### src/rtl/regfile_pkg.sv
// regfile_pkg: shared types and defaults for the regfile_2r1w register file.
// Holds the clear-sequencer state encoding and the default geometry.
package regfile_pkg;

   // Default geometry of the CPU register bank.
   localparam int DEFAULT_WIDTH = 32;
   localparam int DEFAULT_DEPTH = 32;

   // Bulk-clear sequencer states.
   //   CLR_IDLE  : waiting for a clear request, user writes allowed
   //   CLR_SWEEP : zeroing one register per cycle, user writes dropped
   //   CLR_DONE  : one-cycle completion pulse, user writes allowed again
   typedef enum logic [1:0] {
      CLR_IDLE  = 2'd0,
      CLR_SWEEP = 2'd1,
      CLR_DONE  = 2'd2
   } clr_state_t;

endpackage : regfile_pkg

### src/rtl/regfile_clr_fsm.sv
// regfile_clr_fsm: bulk-clear sequencer for regfile_2r1w.
// Walks a pointer over every register, issuing one zero-write per cycle,
// then raises a single-cycle completion pulse. The current state is
// exported so checkers can observe the sequencer directly.
module regfile_clr_fsm
   import regfile_pkg::*;
#(
   parameter  int DEPTH = DEFAULT_DEPTH,
   localparam int AW    = $clog2(DEPTH)
) (
   input  logic          clk,
   input  logic          rst,
   input  logic          clr_req,
   output logic          busy,
   output logic          clr_done,
   output logic          clr_we,
   output logic [AW-1:0] clr_addr,
   output clr_state_t    state
);

   // Pointer value of the final register swept.
   localparam logic [AW-1:0] LAST_PTR = AW'(DEPTH - 1);

   clr_state_t    state_nxt;
   logic [AW-1:0] ptr;
   logic [AW-1:0] ptr_nxt;

   // State and sweep-pointer registers; reset aborts any sweep silently.
   always_ff @(posedge clk) begin
      if (rst) begin
         state <= CLR_IDLE;
         ptr   <= '0;
      end else begin
         state <= state_nxt;
         ptr   <= ptr_nxt;
      end
   end

   // Next-state logic: requests are only sampled in IDLE, so a level held
   // through DONE naturally starts another sweep once IDLE is reached.
   always_comb begin
      state_nxt = state;
      ptr_nxt   = ptr;
      unique case (state)
         CLR_IDLE: begin
            if (clr_req) begin
               state_nxt = CLR_SWEEP;
               ptr_nxt   = '0;
            end
         end
         CLR_SWEEP: begin
            if (ptr == LAST_PTR) begin
               state_nxt = CLR_DONE;
               ptr_nxt   = '0;
            end else begin
               ptr_nxt = ptr + 1'b1;
            end
         end
         CLR_DONE: begin
            state_nxt = CLR_IDLE;
         end
         default: begin
            state_nxt = CLR_IDLE;
            ptr_nxt   = '0;
         end
      endcase
   end

   // Moore outputs: the storage zero-write follows the sweep pointer.
   always_comb begin
      busy     = (state == CLR_SWEEP);
      clr_done = (state == CLR_DONE);
      clr_we   = (state == CLR_SWEEP);
      clr_addr = ptr;
   end

endmodule : regfile_clr_fsm

### src/rtl/regfile_2r1w.sv
// regfile_2r1w: parametrised register file, one synchronous write port and
// two combinational read ports, optional hardwired-zero register 0 and a
// sequenced bulk-clear engine (regfile_clr_fsm).
//
// Handshake: a write is accepted on a rising edge when We && Wready.
// Wready is low only while a clear sweep runs; writes presented then are
// dropped, so the writer must keep We asserted until it sees Wready.
//
// Build option: define REGFILE_BYPASS_EN to forward an accepted user write
// to a read port addressing the same register in the same cycle. Without
// it, reads show the old value until the cycle after the write.
module regfile_2r1w
   import regfile_pkg::*;
#(
   parameter  int WIDTH    = DEFAULT_WIDTH,
   parameter  int DEPTH    = DEFAULT_DEPTH,
   parameter  bit ZERO_REG = 1'b1,
   localparam int AW       = $clog2(DEPTH)
) (
   input  logic             Clk,
   input  logic             Rst,
   input  logic             We,
   input  logic [AW-1:0]    Waddr,
   input  logic [WIDTH-1:0] Wdata,
   output logic             Wready,
   input  logic [AW-1:0]    Raddr1,
   input  logic [AW-1:0]    Raddr2,
   output logic [WIDTH-1:0] Rdata1,
   output logic [WIDTH-1:0] Rdata2,
   input  logic             ClrReq,
   output logic             Busy,
   output logic             ClrDone
);

   // One extra bit so DEPTH itself is representable for range checks.
   localparam logic [AW:0] DEPTH_W = (AW + 1)'(DEPTH);

   logic [WIDTH-1:0] mem [DEPTH];

   logic             clr_busy;
   logic             clr_we;
   logic [AW-1:0]    clr_addr;
   clr_state_t       clr_state;

   logic             waddr_ok;
   logic             raddr1_ok;
   logic             raddr2_ok;
   logic             user_wr;

   // An address is usable if it names a real register and is not the
   // hardwired zero register.
   function automatic logic addr_usable(input logic [AW-1:0] addr);
      logic in_range;
      logic is_zero;
      in_range = ({1'b0, addr} < DEPTH_W);
      is_zero  = ZERO_REG && (addr == '0);
      return in_range && !is_zero;
   endfunction

   regfile_clr_fsm #(
      .DEPTH (DEPTH)
   ) u_clr_fsm (
      .clk      (Clk),
      .rst      (Rst),
      .clr_req  (ClrReq),
      .busy     (clr_busy),
      .clr_done (ClrDone),
      .clr_we   (clr_we),
      .clr_addr (clr_addr),
      .state    (clr_state)
   );

   // Write acceptance: writes are blocked exactly while the sweep runs.
   always_comb begin
      Busy      = clr_busy;
      Wready    = (clr_state != CLR_SWEEP);
      waddr_ok  = addr_usable(Waddr);
      raddr1_ok = addr_usable(Raddr1);
      raddr2_ok = addr_usable(Raddr2);
      user_wr   = We && Wready && waddr_ok;
   end

   // Storage array. User writes and sweep zeroing never coincide because
   // user writes are refused while the sweep is active.
   always_ff @(posedge Clk) begin
      if (Rst) begin
         for (int i = 0; i < DEPTH; i++) begin
            mem[i] <= '0;
         end
      end else begin
         if (user_wr) begin
            mem[Waddr] <= Wdata;
         end
         if (clr_we) begin
            mem[clr_addr] <= '0;
         end
      end
   end

   // Read port 1: out-of-range and zero-register reads return 0.
   always_comb begin
      Rdata1 = '0;
      if (raddr1_ok) begin
         Rdata1 = mem[Raddr1];
      end
`ifdef REGFILE_BYPASS_EN
      if (user_wr && (Waddr == Raddr1)) begin
         Rdata1 = Wdata;
      end
`endif
   end

   // Read port 2: identical behaviour to port 1.
   always_comb begin
      Rdata2 = '0;
      if (raddr2_ok) begin
         Rdata2 = mem[Raddr2];
      end
`ifdef REGFILE_BYPASS_EN
      if (user_wr && (Waddr == Raddr2)) begin
         Rdata2 = Wdata;
      end
`endif
   end

endmodule : regfile_2r1w
### config.mk
export PLATFORM = sky130hd
export DESIGN_NAME = regfile_2r1w
export DESIGN_NICKNAME = d
export VERILOG_FILES = /design/src/rtl/regfile_pkg.sv /design/src/rtl/regfile_clr_fsm.sv /design/src/rtl/regfile_2r1w.sv
export SDC_FILE = /design/constraint.sdc
export NUM_CORES = 2
export LEC_CHECK = 0
export ABC_AREA = 0
export BUFFER_PORTS_ARGS = -buffer_cell sky130_fd_sc_hd__buf_2
export CAP_MARGIN = 0
export CORE_MARGIN = 1
export CORE_UTILIZATION = 45
export CTS_BUF_LIST = sky130_fd_sc_hd__clkbuf_16
export CTS_CLUSTER_SIZE = 30
export DETAILED_ROUTE_END_ITERATION = 10
export PLACE_DENSITY = 0.58
export SYNTH_ARGS = -nofsm -noshare
export SYNTH_HDL_FRONTEND = slang
export SYNTH_SLANG_ARGS = --single-unit
export TNS_END_PERCENT = 10
### constraint.sdc
create_clock -name Clk -period 4.6 [get_ports Clk]
set_input_delay 0.23 -clock Clk [delete_from_list [all_inputs] [get_ports Clk]]
set_output_delay 0.23 -clock Clk [all_outputs]
set_load 0.03 [all_outputs]
After elaboration in Yosys (flattened, before gate mapping)
Memory sizes are Yosys's and may differ from the RTL's. Index checks and enable logic that the tools add are counted. W data, S select, Z words.

Register bits: 7. Memory bits (writable): 1024. Bits of input ports: 51. Output and inout bits: 67. Memories kept: 1.

Add/subtract/negate cells: 1. Eq/ne operators: 6. Muxes and demuxes: 22. Bitwise operators: 1. Reductions and logical operators: 11.

Memory list: mem (depth 32, width 32, rd ports 2, clocked after Yosys merged registers in 0, wr ports 32, RTL line regfile_2r1w.sv:38) `logic [WIDTH-1:0] mem [DEPTH];`.

Operators with widths (count): $mux W32 (4); $reduce_or A32 Y1 (2); $mux W5 (4); $logic_not A5 Y1 (3); $pmux W5 S3 (1); $mux W1 (10); $add A5 B1 Y5 const B (1); $eq A5 B5 Y1 const B (1); $mux W2 (2); $ne A2 B1 Y1 const B (2); $pmux W2 S2 (1); $reduce_and A2 Y1 (2); $eq A2 B1 Y1 const B (1); $eq A2 B2 Y1 const B (1); $logic_and A1 B1 Y1 (2); $logic_not A2 Y1 (1); $ne A2 B2 Y1 const B (1); $logic_not A1 Y1 (1); $not A1 Y1 (1).

Longest topological paths before layout
Depth in word-level cells: 9. Mapped depth: 9. Depth with buffers taken out: 6.

By module
From an unflattened synthesis, not the netlist that was laid out.

Cells, all modules: 7215. Area, all modules: 62132.1 um^2.

By module, submodules not included: regfile_2r1w (instances 1, cells an instance 7181, area an instance 61803.0 um^2, sequential area each 20499.7 um^2); regfile_clr_fsm (instances 1, cells an instance 34, area an instance 329.1 um^2, sequential area each 140.1 um^2).

Worst setup path before layout
Ideal clock, no wire load.

Kind: flip-flop to flip-flop. Start: reg u_clr_fsm.state[1]. End: mem mem[1][0] in the netlist's numbering (enable). Arrival: 3.562 ns. Data required time: 4.172 ns. Path slack: 0.610 ns. Stages on the path, launching flop included: 8. Buffers on the path: 2. Period minus slack after synthesis: 3.990 ns. Cell sequence: dfxtp_1 > nand2b_1 > inv_1 > o21ai_0 > or3b_4 > buf_6 > buf_2 > o21bai_1.

RTL lines: from (decl) (RTL line regfile_clr_fsm.sv:18) `output clr_state_t state`; from (signal assigned) (RTL line regfile_clr_fsm.sv:34) `state <= state_nxt;`; to (decl) (RTL line regfile_2r1w.sv:38).

Worst setup path after layout
Start: in Raddr2[0]. End: out Rdata2[8].

Cells in the longest elaborated chain, start to end: 2. Elaborated cells between the ends (all ways): 3. Classes of those cells: 1 x mux; 1 x reduce/logical; 1 x memory.

RTL lines: from (decl) (RTL line regfile_2r1w.sv:27) `input logic [AW-1:0] Raddr2,`; $mem_v2 Z32 W32 or $logic_not A5 Y1 (tied branches); $mux W32 (*) (RTL line regfile_2r1w.sv:116) `if (raddr2_ok) begin`; to (decl) (RTL line regfile_2r1w.sv:29) `output logic [WIDTH-1:0] Rdata2,`.

Every way passes the cells marked *; elsewhere a longest branch is shown, timed or not.

==> summary.md <==
Proportion of synthesized flip-flops having asynchronous set or reset: 0. STA classifies the critical path startpoint as an input pin. The delay of the slowest cell on the worst path was 1.00 ns; the wire length of the first global-routing pass was 291000 um. Timing analysis after detailed placement gives a worst setup slack of 0.8644 ns.

The number of nets in the final layout is 3855, and the DRC violation count after routing is 0. Across all layers, the routed design uses 38.46k vias. Buffers inserted during clock tree synthesis total 113. The tools report the clock skew after layout as 0.02904 ns.

For the deepest level of the CTS H-tree, the log shows 3. The flow ran to the end, and the final reports show no timing, DRC or antenna violations. The standard cell with the maximum stage delay on the critical path was sky130_fd_sc_hd__a311oi_1. Max-cap violations in this run came to 0. The die covers 0.1240 sq mm.

The portion of total power attributed to sequential cells came out at 0.469. After synthesis the cells add up to 0.05515 sq mm. The power per standard cell area was 373.0 mW/mm^2; the weighted congestion reported at the end of routability-driven placement was 0.8805.

The floorplan step set the die width to 352.1 um. Clock latency on the worst-skew pair, taken at its later pin, is 0.74 ns. The minimum period implied by the final worst setup slack was 3.916 ns. The number of optimization iterations in the first detailed-route pass was 6. In this run the standard cell core region covers 0.1217 sq mm. The number of antenna violations at the first check in global routing is 10, and the via count of the first global-routing pass is 37.67k. The count of buffers added on input and output ports is 117. The clock root buffer was sky130_fd_sc_hd__clkbuf_16.

The proportion of total power due to net switching is 0.2719, and the routed wire length per instance is 37.32 um. The total routing resource utilization after global routing is 0.3307. Clock-pin slew was measured on the worst setup and hold paths at 0.06 ns. Post-synthesis instance total: 3782. STA classifies the critical path endpoint as an output port.

In this run the power spent charging and discharging nets is 6.314 mW. The die is 352.1 um tall. The count of nets left with antenna violations once routing finished came out at 0. Prevailing post-synth register cell: sky130_fd_sc_hd__edfxtp_1. The per-cell via count in the routed design is 6.972. Setup repair after global routing left no endpoint under its margin.

The run gives 3.69 ns as the signal arrival time at the worst endpoint. Pin placement for this block handled 118 I/O pins. The post-detailed-routing wire length is 205800 um, and the initial core utilization is 0.4531. Number of slew-limit violations in the final report: 0. The worst hold-check path type is in -> reg. The maximum number of pins on one net before global-route repair was 86. Floorplan row count: 128.

For this run, the top clock speed supported by timing is 255.3 MHz. Relative to the synthesized area, the layout overhead comes to 12.89%. The tools report the sum of net half-perimeters after detailed placement as 127600 um. The tools report the leakage component of the power as 20.29 nW. For the total negative setup slack, the log shows 0 ns. Broken down by cell family, the worst path's largest delay share belongs to buffers and inverters. The number of enable flip-flop cells after synthesis works out to 1024. The first routing iteration left 5555 violations. Post-route core utilization: 0.5115. For this run the aggregate overflow at the end of global routing stands at 0.

The count of buffering cells on the critical path with inverters included works out to 5. Headroom to the max-slew limit: 0.1780. Counting stages on the worst path, the most repeated cell is sky130_fd_sc_hd__buf_4. After synthesis, the netlist uses 49 different library cells.

The clock network power share was 0.388. The final period utilization was 0.8514; the fraction of final layout cells with drive strength greater than 1 was 0.3456. The signal on the critical path passes through buf_6, clkinv_2, nor2_1, buf_4, a22oi_1, a311oi_1, buf_4, buf_2.

Yosys printed 0 warnings. The design draws 23.22 mW. Counting flops and latches in the post-synthesis netlist gives 1031. TritonCTS built the clock tree.

The hold violation total from the final report came out at 0. The worst-case IR drop observed on VDD is 0.3486 mV. For this design, the sink count on the clock tree is 1031. The tools report the worst path setup slack after routing as 0.6838 ns. Averaged over all synthesized cells, the footprint is 14.58 sq um.

Critical path class: in -> out. The worst-path maximum fanout was 47. Proportion of synthesized chip area in sequential cells: 0.5601. The clock passes through at most 3 buffers. Internal power comes to 16.91 mW. Setup violations remaining at the end of the flow were counted as 0. At the pin with the least slew margin, the transition time is 1.225 ns. STA puts the critical path data required time at 4.37 ns. Post-CTS timing repair inserted 0 buffers for setup. The tools report the combinational share of power as 0.144.
==> sequential cells by signal, summed over array words and instances (netlist names) <==
signal and count:
mem 1024, u_clr_fsm.clr_addr 5, u_clr_fsm.state 2
==> layout make-up <==
cell class              instances  area [sq um]
clock buffers                 115          2878
clock inverters                87         706.9
multi-input cells            2291         22680
diodes                          2         5.005
repair buffers                359          3045
flip-flops and latches       1031         30890
well taps                    1625          2033
inverters                       6         25.02
fillers                     10260         59460
==> worst paths after layout <==
check | from | endpoint | slack, ns | cells past startpoint
worst max-delay path | Raddr2[0] | Rdata2[8] | 0.68 | 8
worst min register to register | u_clr_fsm.clr_addr[3] | u_clr_fsm.clr_addr[3] | 0.59 | 2
worst max register to register | u_clr_fsm.state[0] | mem[5][29] | 1.27 | 5
worst min-delay path | Rst | u_clr_fsm.clr_addr[4] | 0.08 | 3
==> metrics by stage <==
stage / hold WS (ns) / cell area, sq um / instances
floorplan: 0.4221 / 55270 / 3813
global placement: 0.5332 / 58660 / 5311
detailed placement: 0.5446 / 58660 / 5311
CTS: 0.04719 / 62250 / 5514
global route: 0.08797 / 62260 / 5516
finish: 0.08014 / 62260 / 5516
==> logic make-up after synthesis <==
family,share of synthesized area
and+or+nand+nor,0.1258
xor gates and xnor gates,0.0003177
other,0.00006799
buffers and inverters,0.03934
muxes,0.2207
DFF,0.5601
adders and majority gates,0.0004537
AOI/OAI and AO/OA,0.05320
==> synthesized netlist by cell type (3+ instances only) <==
master,count,area share
sky130_fd_sc_hd__edfxtp_1,1024,0.56
sky130_fd_sc_hd__mux4_2,448,0.18
sky130_fd_sc_hd__nor3_1,425,0.039
sky130_fd_sc_hd__nor2_1,335,0.023
sky130_fd_sc_hd__clkbuf_1,260,0.018
sky130_fd_sc_hd__nor3_2,253,0.046
sky130_fd_sc_hd__mux2i_1,129,0.023
sky130_fd_sc_hd__o21ai_0,113,0.010
sky130_fd_sc_hd__buf_1,108,0.0074
sky130_fd_sc_hd__buf_2,87,0.0079
sky130_fd_sc_hd__nand2_1,76,0.0052
sky130_fd_sc_hd__nor2b_1,70,0.0079
sky130_fd_sc_hd__a22oi_1,66,0.0090
sky130_fd_sc_hd__mux2_2,65,0.013
sky130_fd_sc_hd__a211oi_1,64,0.0087
sky130_fd_sc_hd__a311oi_1,64,0.010
sky130_fd_sc_hd__a221oi_1,46,0.0073
sky130_fd_sc_hd__buf_6,28,0.0057
sky130_fd_sc_hd__o21bai_1,23,0.0031
sky130_fd_sc_hd__o2111ai_1,18,0.0029
sky130_fd_sc_hd__nand2b_1,17,0.0019
sky130_fd_sc_hd__dfxtp_1,7,0.0025
sky130_fd_sc_hd__inv_1,6,0.00041
sky130_fd_sc_hd__o211ai_1,6,0.00082
sky130_fd_sc_hd__o21ai_1,4,0.00036
sky130_fd_sc_hd__nand3b_1,3,0.00041
sky130_fd_sc_hd__or2_2,3,0.00034
==> layer usage <==
metal,global-route usage,part of all wire,up-vias,routed length (um)
li1,-,-,15150,-
met1,0.4710,0.39,20090,80410
met2,0.4874,0.44,2716,90950
met3,0.07627,0.12,496,24780
met4,0.1407,0.047,8,9638
met5,0,0.00022,-,45
==> worst register-to-register path, delay by kind of cell, from the launching register on <==
family                 cells  cell delay, ns
and+or+nand+nor            2            1.24
buffers and inverters      1            0.57
DFF                        1            0.49
muxes                      1            0.39
AOI/OAI and AO/OA          1            0.20
==> power by group through the flow <==
stage / Combinational (mW) / Sequential [mW] / Clock [mW]
after floorplan: 1.92 / 11.0 / 0
after global placement: 3.26 / 11.1 / 0
after detailed placement: 3.27 / 11.1 / 0
after CTS: 3.28 / 10.9 / 9.06
after global routing: 3.41 / 10.9 / 9.37
final: 3.33 / 10.9 / 9.01
==> repair_timing <==
item,in CTS,in global routing
hold buffers,1,0
gates resized for setup,0,0
endpoints found under the hold margin,1,0
endpoints found under the setup margin,0,0
==> cell usage in the layout (no fill, tap or decap), types with 6 or more instances in the layout <==
master / n
sky130_fd_sc_hd__mux2_2: 65
sky130_fd_sc_hd__clkinv_1: 27
sky130_fd_sc_hd__mux4_2: 448
sky130_fd_sc_hd__a211oi_1: 64
sky130_fd_sc_hd__nor3_1: 425
sky130_fd_sc_hd__clkinv_2: 22
sky130_fd_sc_hd__nor2_1: 332
sky130_fd_sc_hd__conb_1: 32
sky130_fd_sc_hd__a22oi_1: 66
sky130_fd_sc_hd__mux2i_1: 129
sky130_fd_sc_hd__clkbuf_16: 115
sky130_fd_sc_hd__o2111ai_1: 18
sky130_fd_sc_hd__buf_12: 47
sky130_fd_sc_hd__a221oi_1: 46
sky130_fd_sc_hd__edfxtp_1: 1024
sky130_fd_sc_hd__bufinv_16: 11
sky130_fd_sc_hd__buf_2: 111
sky130_fd_sc_hd__nand2b_2: 12
sky130_fd_sc_hd__nand2_1: 69
sky130_fd_sc_hd__o21bai_4: 22
sky130_fd_sc_hd__a311oi_1: 64
sky130_fd_sc_hd__nand2_4: 6
sky130_fd_sc_hd__dfxtp_1: 7
sky130_fd_sc_hd__nor3_2: 253
sky130_fd_sc_hd__nor2b_1: 66
sky130_fd_sc_hd__o21ai_0: 113
sky130_fd_sc_hd__o211ai_1: 6
sky130_fd_sc_hd__buf_4: 194
sky130_fd_sc_hd__inv_1: 28
(Power assumes the default switching activity.)
